### src/rtl/ntt_stage_scheduler.sv
// ntt_stage_scheduler
//   Sequencing controller for the NTT/INTT butterfly datapath over an
//   N = 2**LOGN coefficient memory. A start pulse walks STAGES butterfly
//   layers and issues one butterfly per cycle. Between layers the pipeline
//   is drained for LAT cycles so a layer never reads a coefficient that the
//   previous layer has not yet written back.
//
// Ports
//   clk        rising-edge clock
//   rst        asynchronous, active-low reset
//   start      one-cycle request, sampled only while idle
//   mode       0 = forward NTT, 1 = inverse NTT (latched on accepted start)
//   stall      resource hold; suppresses issue while in the issue phase
//   rd_en      butterfly issue strobe
//   rd_addr_a  top coefficient address
//   rd_addr_b  bottom coefficient address (rd_addr_a + len)
//   tw_idx     twiddle ROM index
//   wr_en      write-back strobe, rd_en delayed LAT cycles
//   wr_addr_a  rd_addr_a delayed LAT cycles
//   wr_addr_b  rd_addr_b delayed LAT cycles
//   stage      current layer index
//   busy       high while issuing or draining
//   done       one-cycle completion pulse
//
// Handshake: rd_en is a valid strobe and stall acts as an inverted ready.
// A butterfly is issued (and the issue counter advances) exactly on an edge
// where the scheduler is issuing and stall is low; while stall is high the
// presented addresses and twiddle index hold their values.

module ntt_stage_scheduler #(
  parameter int LOGN   = 8,
  parameter int STAGES = 7,
  parameter int LAT    = 4
) (
  input  logic              clk,
  input  logic              rst,
  input  logic              start,
  input  logic              mode,
  input  logic              stall,
  output logic              rd_en,
  output logic [LOGN-1:0]   rd_addr_a,
  output logic [LOGN-1:0]   rd_addr_b,
  output logic [STAGES-1:0] tw_idx,
  output logic              wr_en,
  output logic [LOGN-1:0]   wr_addr_a,
  output logic [LOGN-1:0]   wr_addr_b,
  output logic [2:0]        stage,
  output logic              busy,
  output logic              done
);

  localparam int N    = 1 << LOGN;
  localparam int HALF = N / 2;
  localparam int CW   = $clog2(LAT + 1);
  localparam int DW   = 1 + 2 * LOGN;

  typedef enum logic [1:0] {
    ST_IDLE  = 2'd0,
    ST_ISSUE = 2'd1,
    ST_DRAIN = 2'd2,
    ST_DONE  = 2'd3
  } state_t;

  state_t            state;
  logic              mode_r;
  logic [2:0]        s;
  logic [LOGN-2:0]   b;
  logic [CW-1:0]     cnt;
  logic              in_issue;

  // Address / twiddle decode from the layer and butterfly counters.
  // len is always a power of two, so b / len and b % len reduce to a shift
  // and a mask by lg = log2(len).
  logic [3:0]        lg;
  logic [LOGN-1:0]   bx;
  logic [LOGN-1:0]   len;
  logic [LOGN-1:0]   g;
  logic [LOGN-1:0]   j;
  logic [LOGN-1:0]   base;
  logic [STAGES-1:0] tw_c;

  always_comb begin
    bx = {1'b0, b};
    if (mode_r) lg = 4'(LOGN - STAGES) + {1'b0, s};
    else        lg = 4'(LOGN - 1) - {1'b0, s};
    len  = LOGN'(1) << lg;
    g    = bx >> lg;
    j    = bx & (len - LOGN'(1));
    base = (g << (lg + 4'd1)) | j;
    // Inverse twiddles count down from the top of the index range; in the
    // first inverse layer 1 << STAGES wraps to 0 in STAGES bits, which still
    // yields the intended (2**STAGES - 1 - g).
    if (mode_r) tw_c = (STAGES'(1) << (4'(STAGES) - {1'b0, s})) - STAGES'(1) - STAGES'(g);
    else        tw_c = (STAGES'(1) << s) + STAGES'(g);
  end

  assign in_issue  = (state == ST_ISSUE);
  assign rd_en     = in_issue && !stall;
  assign rd_addr_a = in_issue ? base : '0;
  assign rd_addr_b = in_issue ? (base + len) : '0;
  assign tw_idx    = in_issue ? tw_c : '0;
  assign stage     = s;

  // Control FSM
  always_ff @(posedge clk or negedge rst) begin
    if (!rst) begin
      state  <= ST_IDLE;
      mode_r <= 1'b0;
      s      <= '0;
      b      <= '0;
      cnt    <= '0;
      busy   <= 1'b0;
      done   <= 1'b0;
    end else begin
      case (state)
        ST_IDLE: begin
          done <= 1'b0;
          if (start) begin
            mode_r <= mode;
            s      <= '0;
            b      <= '0;
            busy   <= 1'b1;
            state  <= ST_ISSUE;
          end
        end
        ST_ISSUE: begin
          if (!stall) begin
            if (b == (LOGN-1)'(HALF - 1)) begin
              cnt   <= CW'(LAT);
              state <= ST_DRAIN;
            end else begin
              b <= b + (LOGN-1)'(1);
            end
          end
        end
        ST_DRAIN: begin
          if (cnt == CW'(1)) begin
            if (s == 3'(STAGES - 1)) begin
              busy  <= 1'b0;
              done  <= 1'b1;
              state <= ST_DONE;
            end else begin
              s     <= s + 3'd1;
              b     <= '0;
              state <= ST_ISSUE;
            end
          end else begin
            cnt <= cnt - CW'(1);
          end
        end
        ST_DONE: begin
          done  <= 1'b0;
          state <= ST_IDLE;
        end
        default: state <= ST_IDLE;
      endcase
    end
  end

  // Write-back delay line. Free-running so that stall never reorders or
  // duplicates write-backs; cleared by reset so in-flight writes are dropped.
  logic [DW-1:0] dl [LAT];

  always_ff @(posedge clk or negedge rst) begin
    if (!rst) begin
      for (int i = 0; i < LAT; i++) dl[i] <= '0;
    end else begin
      dl[0] <= {rd_en, rd_addr_a, rd_addr_b};
      for (int i = 1; i < LAT; i++) dl[i] <= dl[i-1];
    end
  end

  assign {wr_en, wr_addr_a, wr_addr_b} = dl[LAT-1];

endmodule

### config.mk
export PLATFORM = sky130hd
export DESIGN_NAME = ntt_stage_scheduler
export DESIGN_NICKNAME = d
export VERILOG_FILES = /design/src/rtl/ntt_stage_scheduler.sv
export SDC_FILE = /design/constraint.sdc
export NUM_CORES = 1
export LEC_CHECK = 0
export ABC_AREA = 1
export BUFFER_PORTS_ARGS = -buffer_cell sky130_fd_sc_hd__buf_2
export CAP_MARGIN = 20
export CORE_MARGIN = 1
export CORE_UTILIZATION = 61
export CTS_BUF_LIST = sky130_fd_sc_hd__clkbuf_4
export DETAILED_ROUTE_END_ITERATION = 8
export PLACE_DENSITY = 0.82
export SLEW_MARGIN = 20
export SYNTH_ARGS = -nofsm -noshare
export SYNTH_HDL_FRONTEND = slang
export SYNTH_SLANG_ARGS = --single-unit
### constraint.sdc
create_clock -name clk -period 4.3 [get_ports clk]
set_clock_uncertainty 0.1 [all_clocks]
set_input_delay 0.215 -clock clk [delete_from_list [all_inputs] [get_ports clk]]
set_output_delay 0.215 -clock clk [all_outputs]
set_load 0.05 [all_outputs]
# After elaboration in Yosys (flattened, before gate mapping)
# Index checks and enable logic that the tools add are counted.
# W data, S select, Z words.
# totals
register_bits	86
in_bits	5
out_inout_bits	46
wordCells	90
# classes
addsub	11
n_eq_ne	14
shift	5
mux	32
n_bitwise	2
reduce_logical	15
# op_table
cell	n
$mux W7	7
$pmux W7 S3	1
$mux W3	6
$mux W8	2
$reduce_and A4 Y1	4
$ne A2 B2 Y1 const B	7
$pmux W3 S2	2
$mux W2	5
$add A8 B8 Y8	1
$and A7 B8 Y8	1
$or A8 B8 Y8	1
$pmux W2 S4	1
$shl A1 B4 Y8 const A	1
$shl A8 B4 Y8	1
$shr A7 B4 Y8	1
$sub A8 B1 Y8 const B	1
$add A7 B1 Y7 const B	1
$add A7 B7 Y7	1
$eq A7 B7 Y1 const B	1
$shl A1 B3 Y7 const A	1
$shl A1 B4 Y7 const A	1
$sub A7 B1 Y7 const B	1
$sub A7 B7 Y7	1
$reduce_and A6 Y1	1
other kinds (21)	29

# Depth between registers and ports, before layout
# depth
word_depth	8
ltp_mapped	27
mapped_depth_nobuf	25

# Worst setup path after synthesis
# No wires, ideal clock.
# synth_timing
kind	reg2out
from	reg s[0] (netlist: stage[0])
to	out rd_addr_b[6]
arrival_time_ps	4243
t_required_ps	3985
setup_slack_ps	-258
path_stages_with_launch	25
path_buffers	2
path_cell_list	dfrtp_1 > buf_4 > inv_2 > buf_6 > ha_1 > inv_1 > nand2_1 > nand2_4 > nor2_1 > ha_1 > inv_1 > nor2_2 > nand3_1 > nand2_1 > ha_1 > inv_1 > fa_1 > nor2_1 > o21ai_0 > nand2_1 > nand2_1 > nand2_1 > a21oi_1 > xor2_1 > nor2_1
# synth_via
elab_chain_len	8
word_cells_on_any_way	12
cone_classes	add/sub (5); shift (3); mux (2); bitwise (2)
# synth_lines
element	line	text
from (decl)	66	logic [2:0] s;
from (signal assigned)	143	s <= s + 3'd1;
$sub A3 B3 Y4 or $add A1 B3 Y4 (tied branches)	85, 84	
$mux W4 *	84	if (mode_r) lg = 4'(LOGN - STAGES) + {1'b0, s};
$shl A1 B4 Y8	86	len = LOGN'(1) << lg;
$sub A8 B1 Y8	88	j = bx & (len - LOGN'(1));
$and A7 B8 Y8	88	
$or A8 B8 Y8	89	base = (g << (lg + 4'd1)) | j;
$add A8 B8 Y8 *	100	assign rd_addr_b = in_issue ? (base + len) : '0;
$mux W8 *	100	
to (decl)	42	output logic [LOGN-1:0] rd_addr_b,
# Mark *: on every way between the ends. The rest lies on a longest branch, timed or not.

# Worst setup path in the final report
# layout_timing
from	reg s[1] (netlist: stage[1])
to	out rd_addr_b[6]
# Same word-level chain as after synthesis.

==> results.md <==
* Max Buffers Root-to-Sink at 2
* Post-Place Setup Slack at 0.02367 ns
* First-pass GRT wire length at 17640 um
* Hold_sp: dl[37]$_DFF_PN0_
* Number of port buffers at 50
* I/O pins at 51
* Routability congestion estimate at approximately 0.96
* DR vias at 3929
* Vias per std cell at 5.557
* Synthesis warning total at 0
* Vias in the first global route at a little under 4000
* Initial detailed-routing violation count at 237
* Later-pin clock latency in the skew report at between 0.4 and 0.5 ns
* Kind of critical path: reg -> out
* Count of final max-slew check failures at 0
* WL final at between 10000 and 15000 um
* Largest cells by area after synthesis: dfrtp_1, ha_1, nand2_1
* Post-DP HPWL at 7716 um
* EDFF count, synth at 0
* Initial antenna violation count at 0
* Yosys top cell by area: dfrtp_1
* CTS tree: yes
* Row count at 31
* R2R Path Start: stage[1]$_DFFE_PN0P_
* Mapped Area at about 4700 um^2
* Crit start category: register
* DRC violations left at 0
* Tcrit/Tclk final at 97.00%
* CTS H-tree depth at 3
* Final hold violation count at 0
* Slew @ Worst Pin at roughly 0.72 ns
* WL/cell at 15.34 um
* Fin Setup TNS at 0 ns
* Clock slew seen by the registers of the worst setup and hold paths at 0.13 ns
* Share of cells above drive strength 1 at a little under a third
* Max transition margin at 52.02%
* Synth Register Bits at 86
* Post-synthesis sequential area ratio at 45.76%
* Largest net degree at the start of global routing at 87
* CP endpoint kind: primary output
* DR pass1 iterations at 5
* Clock sinks at 86
* Setup violators final at 0
* Critical path arrival at 3.86 ns
* DIE AREA at ~8100 um^2
* Synth async-reset ratio at 100.0%
* Synth cell types at 36
* Synthesis-to-finish area growth at 16.47%
* Die Y at 89.81 um
* Top FF cell, synth: dfrtp_1
* Worst hold-check path type: reg -> reg
* Clk root buf: clkbuf_4
* Non-Filler Instances at 707
* Post-Syn Area per Cell at 8.808 um^2
* Worst EP required at 3.98 ns
* Share of the synthesized area in the top cell type at 45.76%
* Dpl cells at 666
* Final worst-path setup slack at 0.1288 ns
* Peak Freq at 239.7 MHz
* Ant diodes at 0
* Worst Path Max Fanout at 5
* Post-layout net count at 646
* Unrepaired setup endpoints after global routing: yes
* Total CTS buffers at 9
* Origin of the worst setup path: stage[1]$_DFFE_PN0P_
* Status: complete, no violations
* Final min period at 4.171 ns
* Grt ovf at 0
* Final ANT Viol Nets at 0
* Mapped Cells at 534
* GRT Total Usage at 27.83%
* Syn_nets at 577
* Core area at 7370 um^2
* Starting Density at 63.82%
* Number of max-cap violations at 0
* Die width at 89.81 um
[path summary, 6_finish.rpt]
check,end,slack (ns),depth (start not counted)
worst min-delay path,dl[20]$_DFF_PN0_,0.26,0
worst max register to register,dl[57]$_DFF_PN0_,0.83,21
worst max-delay path,rd_addr_b[6],0.13,22
max in group asynchronous,stage[2]$_DFFE_PN0P_,3.30,2
worst min register to register,dl[20]$_DFF_PN0_,0.26,0
min in group asynchronous,wr_addr_a[1]$_DFF_PN0_,0.29,2
[layout make-up]
cell class / instances / area, um^2
Clock inverter: 7 / 78.83
Clock buffer: 9 / 67.56
Sequential cell: 86 / 2155
Tap cell: 99 / 123.9
Timing Repair Buffer: 83 / 531.8
Fill cell: 517 / 1892
Inverter: 64 / 245.2
Multi-Input combinational cell: 359 / 2276
[synthesized netlist by cell type (3+ instances only)]
library cell and number:
nand4_1 4, nor2_2 7, buf_4 18, or2_2 4
o21ai_0 32, dfrtp_1 86, nor2_4 3, nand3_1 39
fa_1 3, buf_6 4, ha_1 35, nand2_4 3
xor2_1 6, nand2_1 105, nor3_1 4, a21oi_1 42
nand2_2 12, inv_1 51, o21ai_2 4, inv_2 11
a21oi_2 4, nor2_1 36, nand3_2 3
[routing by layer]
layer  vias to the layer above  wire length (um)  track usage (%)
li1                       1851                 -                -
met1                      1846              4420            33.86
met2                       178              5343            47.18
met3                        54               610            4.822
met4                         0               469            15.16
met5                         -                 0                0
[kinds of logic (layout without fill, tap and decap cells)]
family | Yosys count | after routing | share of synthesized area, %
and+or+nand+nor | 223 | 223 | 22.29
AOI/OAI and AO/OA | 92 | 92 | 10.96
buffers and inverters | 89 | 163 | 9.284
DFF | 86 | 86 | 45.76
adders and majority gates | 38 | 38 | 10.59
xor gates and xnor gates | 6 | 6 | 1.117
[repair_timing]
action                                  in CTS  in global routing
gates cloned                                 0                  0
buffers inserted                             8                 12
pin swaps                                    2                 18
hold buffers                                 5                  0
endpoints found under the setup margin       5                  5
gates resized for setup                     12                 34
hold endpoints to repair                    89                  0
[flip-flops by register name, indices dropped and copies added, names as in the netlist, 2 cells and up]
register / flops
b: 7
cnt: 3
dl: 51
stage: 3
state: 2
wr_addr_a: 8
wr_addr_b: 8
[per-stage QoR]
stage | util (%) | instance area [um^2] | hold slack (ns)
5_1_grt | 74.33 | 5478 | 0.2653
4_1_cts | 71.39 | 5261 | 0.2528
3_3_place_gp | 67.39 | 4966 | 0.2316
6_report | 74.33 | 5478 | 0.2565
3_5_place_dp | 67.39 | 4966 | 0.2347
2_1_floorplan | - | 4723 | -0.1806
[placed cells by master (no fill, tap or decap), types with 3 or more instances in the layout]
cell type and instances:
nand4_1 4, nand2_4 3, a21oi_2 6, nand3_2 3, nand3_1 38, buf_6 3
a21oi_1 40, o21ai_0 31, inv_2 16, buf_4 28, nand2_2 17, dlygate4sd3_1 5
inv_1 45, nor2_4 6, nor2_2 11, inv_6 3, clkbuf_4 10, ha_1 28
ha_4 6, nand2_1 100, nor2_1 29, buf_2 46, dfrtp_1 84, or2_2 4
xor2_1 6, nor3_1 3, o21ai_2 6
[worst max-delay path: stages (launching register included)]
cell and delay, ns:
dfrtp_2 0.46, ha_4 0.19, ha_4 0.21, nand2_2 0.07, o21ai_4 0.09, buf_4 0.14, nor2_2 0.16, inv_2 0.10
ha_4 0.18, or2_2 0.30, nand3_1 0.10, nand2_1 0.07, ha_1 0.28, inv_2 0.12, nor2_4 0.07, o21ai_2 0.11
nand2_1 0.09, nand2_1 0.07, nand2_1 0.06, a21oi_1 0.15, xor2_1 0.09, nor2_2 0.14, buf_6 0.17
Power is left out: the tool's default activity adds up to more than one toggle a clock period on the data nets, which glitch-free logic cannot reach.
